File: config.mk
export PLATFORM = sky130hd
export DESIGN_NAME = iobuf_bus_ctrl
export DESIGN_NICKNAME = d
export VERILOG_FILES = /design/src/rtl/iobus_pkg.sv /design/src/rtl/iobus_arb.sv /design/src/rtl/iobuf_bus_ctrl.sv
export SDC_FILE = /design/constraint.sdc
export NUM_CORES = 1
export LEC_CHECK = 0
export ABC_AREA = 0
export CORE_ASPECT_RATIO = 0.5
export CORE_MARGIN = 5
export CORE_UTILIZATION = 35
export CTS_BUF_LIST = sky130_fd_sc_hd__clkbuf_8
export DETAILED_ROUTE_END_ITERATION = 16
export HOLD_SLACK_MARGIN = 0.08
export PLACE_DENSITY = 0.72
export SYNTH_ARGS = -nofsm -noshare
export SYNTH_HDL_FRONTEND = slang
export SYNTH_SLANG_ARGS = --single-unit
File: constraint.sdc
create_clock -name clk -period 1.5 [get_ports clk]
set_input_delay 0.15 -clock clk [delete_from_list [all_inputs] [get_ports clk]]
set_output_delay 0.15 -clock clk [all_outputs]
set_load 0.03 [all_outputs]
File: src/rtl/iobus_pkg.sv
// Shared types and constants for the pad bus controller.
package iobus_pkg;

  typedef enum logic [2:0] {
    IDLE      = 3'd0,
    WR_TURN   = 3'd1,
    WR_DRIVE  = 3'd2,
    WR_REL    = 3'd3,
    RD_SETTLE = 3'd4,
    RD_CAP    = 3'd5
  } state_t;

  // IOBUF T polarity: high means the buffer is tri-stated.
  localparam logic PAD_HIZ = 1'b1;
  localparam logic PAD_DRV = 1'b0;

  function automatic int max3(input int a, input int b, input int c);
    int m;
    m = (a > b) ? a : b;
    return (m > c) ? m : c;
  endfunction

endpackage

File: src/rtl/iobus_arb.sv
// Two-way grant logic for the pad bus (write vs read requester).
// Build option IOBUS_RR_EN: round-robin arbitration using a last-grant flop;
// without it, writes have fixed priority and the block is purely combinational.
module iobus_arb
  import iobus_pkg::*;
(
`ifdef IOBUS_RR_EN
  input  logic clk,
  input  logic reset_n,
`endif
  input  logic en,
  input  logic wr_req,
  input  logic rd_req,
  output logic gnt_wr,
  output logic gnt_rd
);

`ifdef IOBUS_RR_EN
  // last_rd = 1 when the read requester was served most recently
  logic last_rd;

  // on a conflict, serve whichever requester was not served last
  always_comb begin
    gnt_wr = en & wr_req & (~rd_req | last_rd);
    gnt_rd = en & rd_req & (~wr_req | ~last_rd);
  end

  // remember the most recent grant, contested or not; reset favours write
  always_ff @(posedge clk or negedge reset_n) begin
    if (!reset_n)    last_rd <= 1'b1;
    else if (gnt_wr) last_rd <= 1'b0;
    else if (gnt_rd) last_rd <= 1'b1;
  end
`else
  // fixed priority: write wins on simultaneous requests
  always_comb begin
    gnt_wr = en & wr_req;
    gnt_rd = en & rd_req & ~wr_req;
  end
`endif

endmodule

File: src/rtl/iobuf_bus_ctrl.sv
// Sequencer for a bank of tri-state IOBUFs forming one shared pad bus.
// Inserts high-Z turnaround before every drive and a settle gap before every
// read capture. All outputs come straight from flops.
// Build option IOBUS_RR_EN selects round-robin arbitration (see iobus_arb).
//
// state     | meaning
// ----------+-----------------------------------------------
// IDLE      | bus high-Z, waiting for a request
// WR_TURN   | high-Z turnaround, pad_i already holds write data
// WR_DRIVE  | pad_t low, bus driven with pad_i
// WR_REL    | bus released, wr_ack pulse
// RD_SETTLE | high-Z settle before capture
// RD_CAP    | rd_data captured from pad_o, rd_valid pulse
module iobuf_bus_ctrl
  import iobus_pkg::*;
#(
  parameter int WIDTH     = 8,
  parameter int TURN      = 2,
  parameter int DRIVE_CYC = 3,
  parameter int SETTLE    = 2
) (
  input  logic             clk,
  input  logic             reset_n,
  input  logic             wr_req,
  input  logic [WIDTH-1:0] wr_data,
  output logic             wr_ack,
  input  logic             rd_req,
  output logic [WIDTH-1:0] rd_data,
  output logic             rd_valid,
  output logic             busy,
  output logic             pad_t,
  output logic [WIDTH-1:0] pad_i,
  input  logic [WIDTH-1:0] pad_o
);

  localparam int MAXC = max3(TURN, DRIVE_CYC, SETTLE);
  localparam int CW   = $clog2(MAXC + 1);

  // down-counter reload values: a phase of N cycles loads N-1 and ends at zero
  localparam logic [CW-1:0] TURN_LD   = CW'(TURN - 1);
  localparam logic [CW-1:0] DRIVE_LD  = CW'(DRIVE_CYC - 1);
  localparam logic [CW-1:0] SETTLE_LD = CW'(SETTLE - 1);

  state_t          state_q, state_d;
  logic [CW-1:0]   cnt_q, cnt_d;
  logic            gnt_wr, gnt_rd;

  logic             pad_t_d, wr_ack_d, rd_valid_d, busy_d;
  logic [WIDTH-1:0] pad_i_d, rd_data_d;

  iobus_arb u_arb (
`ifdef IOBUS_RR_EN
    .clk     (clk),
    .reset_n (reset_n),
`endif
    .en      (state_q == IDLE),
    .wr_req  (wr_req),
    .rd_req  (rd_req),
    .gnt_wr  (gnt_wr),
    .gnt_rd  (gnt_rd)
  );

  // state, counter and registered outputs; reset releases the bus at once
  always_ff @(posedge clk or negedge reset_n) begin
    if (!reset_n) begin
      state_q  <= IDLE;
      cnt_q    <= '0;
      pad_t    <= PAD_HIZ;
      pad_i    <= '0;
      wr_ack   <= 1'b0;
      rd_valid <= 1'b0;
      rd_data  <= '0;
      busy     <= 1'b0;
    end else begin
      state_q  <= state_d;
      cnt_q    <= cnt_d;
      pad_t    <= pad_t_d;
      pad_i    <= pad_i_d;
      wr_ack   <= wr_ack_d;
      rd_valid <= rd_valid_d;
      rd_data  <= rd_data_d;
      busy     <= busy_d;
    end
  end

  // next state and phase counter
  always_comb begin
    state_d = state_q;
    cnt_d   = cnt_q;
    unique case (state_q)
      IDLE: begin
        if (gnt_wr) begin
          state_d = WR_TURN;
          cnt_d   = TURN_LD;
        end else if (gnt_rd) begin
          state_d = RD_SETTLE;
          cnt_d   = SETTLE_LD;
        end
      end
      WR_TURN: begin
        if (cnt_q == '0) begin
          state_d = WR_DRIVE;
          cnt_d   = DRIVE_LD;
        end else begin
          cnt_d = cnt_q - 1'b1;
        end
      end
      WR_DRIVE: begin
        if (cnt_q == '0) state_d = WR_REL;
        else             cnt_d   = cnt_q - 1'b1;
      end
      WR_REL: state_d = IDLE;
      RD_SETTLE: begin
        if (cnt_q == '0) state_d = RD_CAP;
        else             cnt_d   = cnt_q - 1'b1;
      end
      RD_CAP: state_d = IDLE;
      default: begin
        state_d = IDLE;
        cnt_d   = '0;
      end
    endcase
  end

  // outputs decoded from the upcoming state so they land with it in the flops
  always_comb begin
    pad_t_d    = (state_d == WR_DRIVE) ? PAD_DRV : PAD_HIZ;
    wr_ack_d   = (state_d == WR_REL);
    rd_valid_d = (state_d == RD_CAP);
    busy_d     = (state_d != IDLE);
    // pad_i only moves on a write grant, which is always a high-Z cycle
    pad_i_d    = gnt_wr ? wr_data : pad_i;
    rd_data_d  = (state_d == RD_CAP) ? pad_o : rd_data;
  end

endmodule

==> results.json, run 1 <==
{
  "setup_viol": 1,
  "multi_input_area_um2": 470,
  "gr-total-overflow": 0,
  "ir_worst_vdd_v": 0.000923,
  "async_flop_share_pct": 100,
  "crit_chain": "buf_4 > or3b_2 > o32a_4 > or3b_1",
  "regArea_um2": 627,
  "clk_pin_slew_ps": 90,
  "synth-seq-area-share_pct": 56.4,
  "tns_ps": -1.27,
  "drive_above_1_share_pct": 35.6,
  "syn_nets": 105,
  "yosys.area.top_type": "dfrtp_1",
  "grt_max_degree": 19,
  "avgViaCountPerCell": 4.71,
  "intPower_w": 0.00236,
  "layout_min_cycle_time_ps": 1500,
  "path_delay_family": "simple AND/OR/NAND/NOR gates",
  "io_buffer_count": 39,
  "min_path_type": "primary input to asynchronous set/reset pin",
  "startpoint_type": "flip-flop",
  "yosys_warnings": 0,
  "cp_max_fo": 7,
  "synth_top_cells_by_count": "dfrtp_1 (24), mux2_2 (16), a21oi_1 (5)",
  "place_congestion": 0.772,
  "use_met1_pct": 11.9,
  "stdcell_count": 175,
  "synth_top_area_share_pct": 54.0,
  "p_clk_share_pct": 10.5,
  "p_seq_share_pct": 29.6,
  "setup_ws_ps": -1.27,
  "synth-seq-cells": 25,
  "netSwitchingFraction_pct": 39.0,
  "hpwl_mm": 1.82,
  "insertion_delay_ps": 270,
  "finalMaxSlewViolations": 0,
  "die_h_um": 49.9,
  "syn_avg_cell_area_um2": 13.4,
  "worst_setup_path_end_kind": "flip-flop",
  "synthFlopType": "dfrtp_1",
  "avgRoutedWirePerCell_um": 13.5,
  "pre_cts_slack_ps": -163,
  "final_core_util_pct": 57.8,
  "use_met3_pct": 4.10,
  "hold_viol": 0,
  "r2r-start": "state_q[2]",
  "dieArea_um2": 4470,
  "drc": 0,
  "syn_to_final_growth_pct": 57.6,
  "finalCritPeriodShare_pct": 100,
  "cts_tree": "built",
  "die_width_um": 89.7,
  "placed_cells": 169,
  "cts_max_level": 1,
  "cts_made_buffers": 3,
  "vias": 825,
  "drv_cap": 0,
  "io_pins": 40,
  "cpMaxStageDelayCell": "or3b_2",
  "grt_pass1_vias": 825,
  "slew_headroom_pct": 70.6,
  "grt_usage_pct": 11.3,
  "grt_use_met2_pct": 20.5,
  "antenna_left": 0,
  "antenna_found_initial": 0,
  "arrival_ps": 1720,
  "power_density_nw_per_um2": 2200,
  "cts_buffer_depth": 2,
  "fill_cells": 254,
  "ys_types": 28,
  "wl_mm": 2.37,
  "cts_root_buf": "clkbuf_8",
  "drtPass1Iterations": 4,
  "core_um2": 3030,
  "required_ps": 1720,
  "first_iter_violations": 34,
  "synth_edf_count": 0,
  "violations": "setup timing",
  "nets": 158,
  "syn_area_um2": 1110,
  "p_comb_share_pct": 59.9,
  "rsz0062_at_grt": "true",
  "switchingPower_w": 0.00151,
  "yosys.cell_count.top_type": "dfrtp_1",
  "max_slew.worst_pin.slew_ps": 440,
  "globalRoute.busiestLayer": "met2",
  "fmax_ghz": 0.666,
  "std_cell_rows": 14,
  "initial_utilization_pct": 36.7,
  "slowest_delay_ps": 490,
  "grt_pass1_wl_mm": 3.95,
  "leakage_nw": 0.822,
  "crit_type": "flip-flop to flip-flop",
  "crit_start": "state_q[2]",
  "crit_buf_inv": 1,
  "synthTopCellsByArea": "dfrtp_1 (54%), mux2_2 (16%), a221oi_4 (2.4%), dfstp_2 (2.4%), a21oi_1 (2.2%)",
  "cts.sinks": 25,
  "hold_buffers": 0,
  "fin_skew_ps": 1.70,
  "synth_cells": 83,
  "status": "finished, violations left",
  "diodes": 0
}
==> placed cells by master, fill, tap and decap left out, drive strengths merged <==
| cell | Yosys | layout |
|---|---|---|
| a211oi | 1 | 1 |
| a21oi | 5 | 5 |
| a221oi | 1 | 1 |
| and2 | 2 | 2 |
| and2b | 1 | 1 |
| and3 | 1 | 1 |
| buf | 5 | 14 |
| clkbuf | 0 | 3 |
| clkdlybuf4s50 | 0 | 29 |
| clkinvlp | 0 | 1 |
| dfrtp | 24 | 24 |
| dfstp | 1 | 1 |
| dlygate4sd2 | 0 | 1 |
| dlymetal6s2s | 0 | 9 |
| ha | 2 | 2 |
| inv | 4 | 4 |
| mux2 | 16 | 16 |
| nand2 | 4 | 4 |
| nand2b | 2 | 2 |
| nand3b | 1 | 1 |
| nor2 | 3 | 3 |
| nor3 | 1 | 1 |
| nor3b | 1 | 1 |
| o221ai | 2 | 2 |
| o31a | 1 | 1 |
| o32a | 1 | 1 |
| or3 | 1 | 1 |
| or3b | 2 | 2 |
| xnor2 | 1 | 1 |
==> final cells by class <==
type,count,share of cell area [%]
Clock buffer,3,2.36
Clock inverter,1,0.428
Inverter,4,0.857
Multi-Input combinational cell,49,26.8
Sequential cell,25,35.8
Tap cell,40,2.86
Timing Repair Buffer,53,30.9
==> repair_timing <==
| action | in CTS | in global routing |
|---|---|---|
| endpoints found under the setup margin | 1 | 20 |
| pin swaps | 0 | 1 |
| resized for setup | 1 | 12 |
| setup buffers | 0 | 2 |
| hold endpoints to repair | 0 | 0 |
==> sequential cells by signal (all words and copies together) (netlist names) <==
signal    count
busy          1
cnt_q         2
pad_i         8
pad_t         1
rd_data       8
rd_valid      1
state_q       3
wr_ack        1
==> routing by layer <==
layer  part of all wire, %  up-vias
li1                      -      396
met2                    54       13
met1                    40      414
met4                   1.1        0
met3                   4.5        2
met5                     0        -
==> final timing paths <==
path | to | slack [ps] | depth (start not counted)
setup / recovery | busy | -1 | 4
hold / removal | state_q[2] | 180 | 1
setup reg to reg | busy | -1 | 4
hold reg to reg | pad_i[4] | 510 | 1
max in group asynchronous | rd_data[2] | 880 | 2
min in group clk | rd_data[5] | 490 | 2
==> power groups by stage <==
stage               clock (W)  combinational, W  sequential (W)
floorplan                   0          0.000910         0.00164
CTS                  0.000436           0.00227         0.00115
global placement            0           0.00225         0.00115
finish               0.000407           0.00231         0.00114
global route         0.000461           0.00247         0.00119
detailed placement          0           0.00227         0.00116
==> stage by stage <==
stage	total power [W]	hold WS (ps)	area [um2]
floorplan	0.00255	-146	1130
global placement	0.00340	475	1650
detailed placement	0.00343	487	1650
CTS	0.00385	186	1700
global route	0.00412	214	1750
finish	0.00386	182	1750
==> cell families after synthesis <==
| group | after synthesis | synth area share [%] |
|---|---|---|
| AO/OA/AOI/OAI | 11 | 9.34 |
| XOR/XNOR | 1 | 0.788 |
| adder cells (fa/ha/maj) | 2 | 2.25 |
| buffers and inverters | 9 | 4.61 |
| flip-flops | 25 | 56.4 |
| multiplexers | 16 | 16.2 |
| AND/OR/NAND/NOR | 19 | 10.5 |
Note: power is estimated with default switching activity, not from simulation.
==> run 2: changes to the inputs <==
--- a/config.mk
+++ b/config.mk
@@ -6,10 +6,9 @@
 export NUM_CORES = 1
 export LEC_CHECK = 0
 export ABC_AREA = 0
-export CORE_ASPECT_RATIO = 0.5
 export CORE_MARGIN = 5
 export CORE_UTILIZATION = 35
-export CTS_BUF_LIST = sky130_fd_sc_hd__clkbuf_8
+export CTS_BUF_LIST = sky130_fd_sc_hd__clkbuf_4 sky130_fd_sc_hd__clkbuf_8
 export DETAILED_ROUTE_END_ITERATION = 16
 export HOLD_SLACK_MARGIN = 0.08
 export PLACE_DENSITY = 0.72
==> run 2 against run 1 <==
Effect of this change: the run now ends clean; final cell count is 0.57% higher; non-clock buffer count is 3 lower; count of clock-buffer cells in the layout is the same; sequential cell count unchanged; clock power decreased by 24%; first-iteration DRC count is 38% lower; combinational power decreased by 7%; hold slack got worse by 20 ps; design area is 4.9% lower; critical path depth grew 1; routed wire length grew 1.3%; critical endpoint unchanged; largest cell class unchanged.
==> results.json, run 2 (same netlist as run 1, synthesis figures left out) <==
{
  "status": "complete, no violations",
  "globalRoute.busiestLayer": "met2",
  "finalMaxSlewViolations": 0,
  "switchingPower_w": 0.00149,
  "drv_cap": 0,
  "antenna_found_initial": 0,
  "cts_max_level": 1,
  "std_cell_rows": 20,
  "max_slew.worst_pin.slew_ps": 330,
  "crit_type": "flip-flop to flip-flop",
  "grt_pass1_wl_mm": 4.16,
  "hpwl_mm": 1.84,
  "wl_mm": 2.40,
  "crit_start": "cnt_q[1]",
  "layout_min_cycle_time_ps": 1500,
  "antenna_left": 0,
  "avgRoutedWirePerCell_um": 13.6,
  "hold_viol": 0,
  "grt_max_degree": 26,
  "grt_use_met2_pct": 20.8,
  "p_comb_share_pct": 59.5,
  "io_buffer_count": 39,
  "diodes": 0,
  "final_core_util_pct": 54.6,
  "first_iter_violations": 21,
  "drtPass1Iterations": 4,
  "netSwitchingFraction_pct": 41.6,
  "design_area_um2": 1670,
  "startpoint_type": "flip-flop",
  "syn_to_final_growth_pct": 49.9,
  "die_width_um": 66.4,
  "die_h_um": 66.4,
  "fmax_ghz": 0.668,
  "vias": 812,
  "p_clk_share_pct": 8.6,
  "rsz0062_at_grt": "true",
  "initial_utilization_pct": 36.4,
  "use_met1_pct": 14.1,
  "gr-total-overflow": 0,
  "min_path_type": "primary input to asynchronous set/reset pin",
  "cts.sinks": 25,
  "cts_tree": "built",
  "intPower_w": 0.00210,
  "ir_worst_vdd_v": 0.000911,
  "cts_made_buffers": 3,
  "power_density_nw_per_um2": 2160,
  "dieArea_um2": 4410,
  "io_pins": 40,
  "cp_max_fo": 5,
  "avgViaCountPerCell": 4.61,
  "core_um2": 3050,
  "nets": 155,
  "placed_cells": 168,
  "cts_root_buf": "clkbuf_4",
  "arrival_ps": 1720,
  "p_total_w": 0.00360,
  "slew_headroom_pct": 77.9,
  "finalCritPeriodShare_pct": 99.8,
  "clk_pin_slew_ps": 140,
  "required_ps": 1730,
  "r2r-start": "cnt_q[1]",
  "use_met3_pct": 3.40,
  "fin_skew_ps": 12.2,
  "cts_buffer_depth": 2,
  "setup_viol": 0,
  "grt_usage_pct": 12.3,
  "drive_above_1_share_pct": 33.3,
  "layout_common_cells": "dfrtp_1 (24), clkdlybuf4s50_1 (19), dlygate4sd2_1 (19)",
  "insertion_delay_ps": 330,
  "p_seq_share_pct": 31.9,
  "place_area_um2": 1610,
  "place_congestion": 0.737,
  "grt_pass1_vias": 947,
  "leakage_nw": 0.756,
  "drc": 0,
  "worst_setup_path_end_kind": "flip-flop",
  "layout_commonest_cell": "dfrtp_1",
  "largestRegisters": "pad_i (8), rd_data (8), state_q (3)",
  "stdcell_count": 176
}
## run 2: stage by stage
step / worst slack [ps] / setup TNS [ps] / hold WS, ps
2_1_floorplan: 2.08 / 0 / -146
3_3_place_gp: -150 / -603 / 488
3_5_place_dp: -172 / -802 / 495
4_1_cts: 8.17 / 0 / 176
5_1_grt: -55.1 / -132 / 189
6_report: 3.27 / 0 / 163
## run 2: final cells by class
type | instances | area, um2
clock inverters | 1 | 7.51
repair buffers | 50 | 468
inverters | 4 | 15.0
fillers | 276 | 1390
clock buffers | 3 | 22.5
well taps | 44 | 55.1
flip-flops and latches | 25 | 627
multi-input cells | 49 | 473
## run 2: timing repair
action	in CTS	in global routing
buffers inserted	3	1
resized for setup	23	1
hold endpoints to repair	0	0
hold buffers	0	0
setup endpoints to repair	20	5
pin swaps	3	0
## run 2: final timing paths
check	to	slack, ps	depth (start not counted)
worst max-delay path	busy	3	5
worst min-delay path	pad_i[3]	160	2
worst max register to register	busy	3	5
worst min register to register	pad_i[2]	510	1
max in group asynchronous	pad_t	1050	2
min in group clk	rd_data[7]	420	2
## run 2: critical path, cell delays in order (launching register included)
cell and delay, ps:
dfrtp_1 370, inv_1 70, ha_4 180, a211oi_2 240, o32a_4 200, or3b_1 340
## run 2: power groups by stage
| stage | clock network (W) | logic (W) | registers (W) |
|---|---|---|---|
| CTS | 0.000319 | 0.00214 | 0.00115 |
| detailed placement | 0 | 0.00217 | 0.00117 |
| global placement | 0 | 0.00213 | 0.00116 |
| floorplan | 0 | 0.000910 | 0.00164 |
| global route | 0.000355 | 0.00229 | 0.00120 |
| finish | 0.000308 | 0.00214 | 0.00115 |
## run 2: metal layers
metal | vias to the layer above | routed length (um)
met5 | - | 0
met4 | 0 | 55
met3 | 5 | 183
met2 | 26 | 1150
met1 | 390 | 1010
li1 | 391 | -
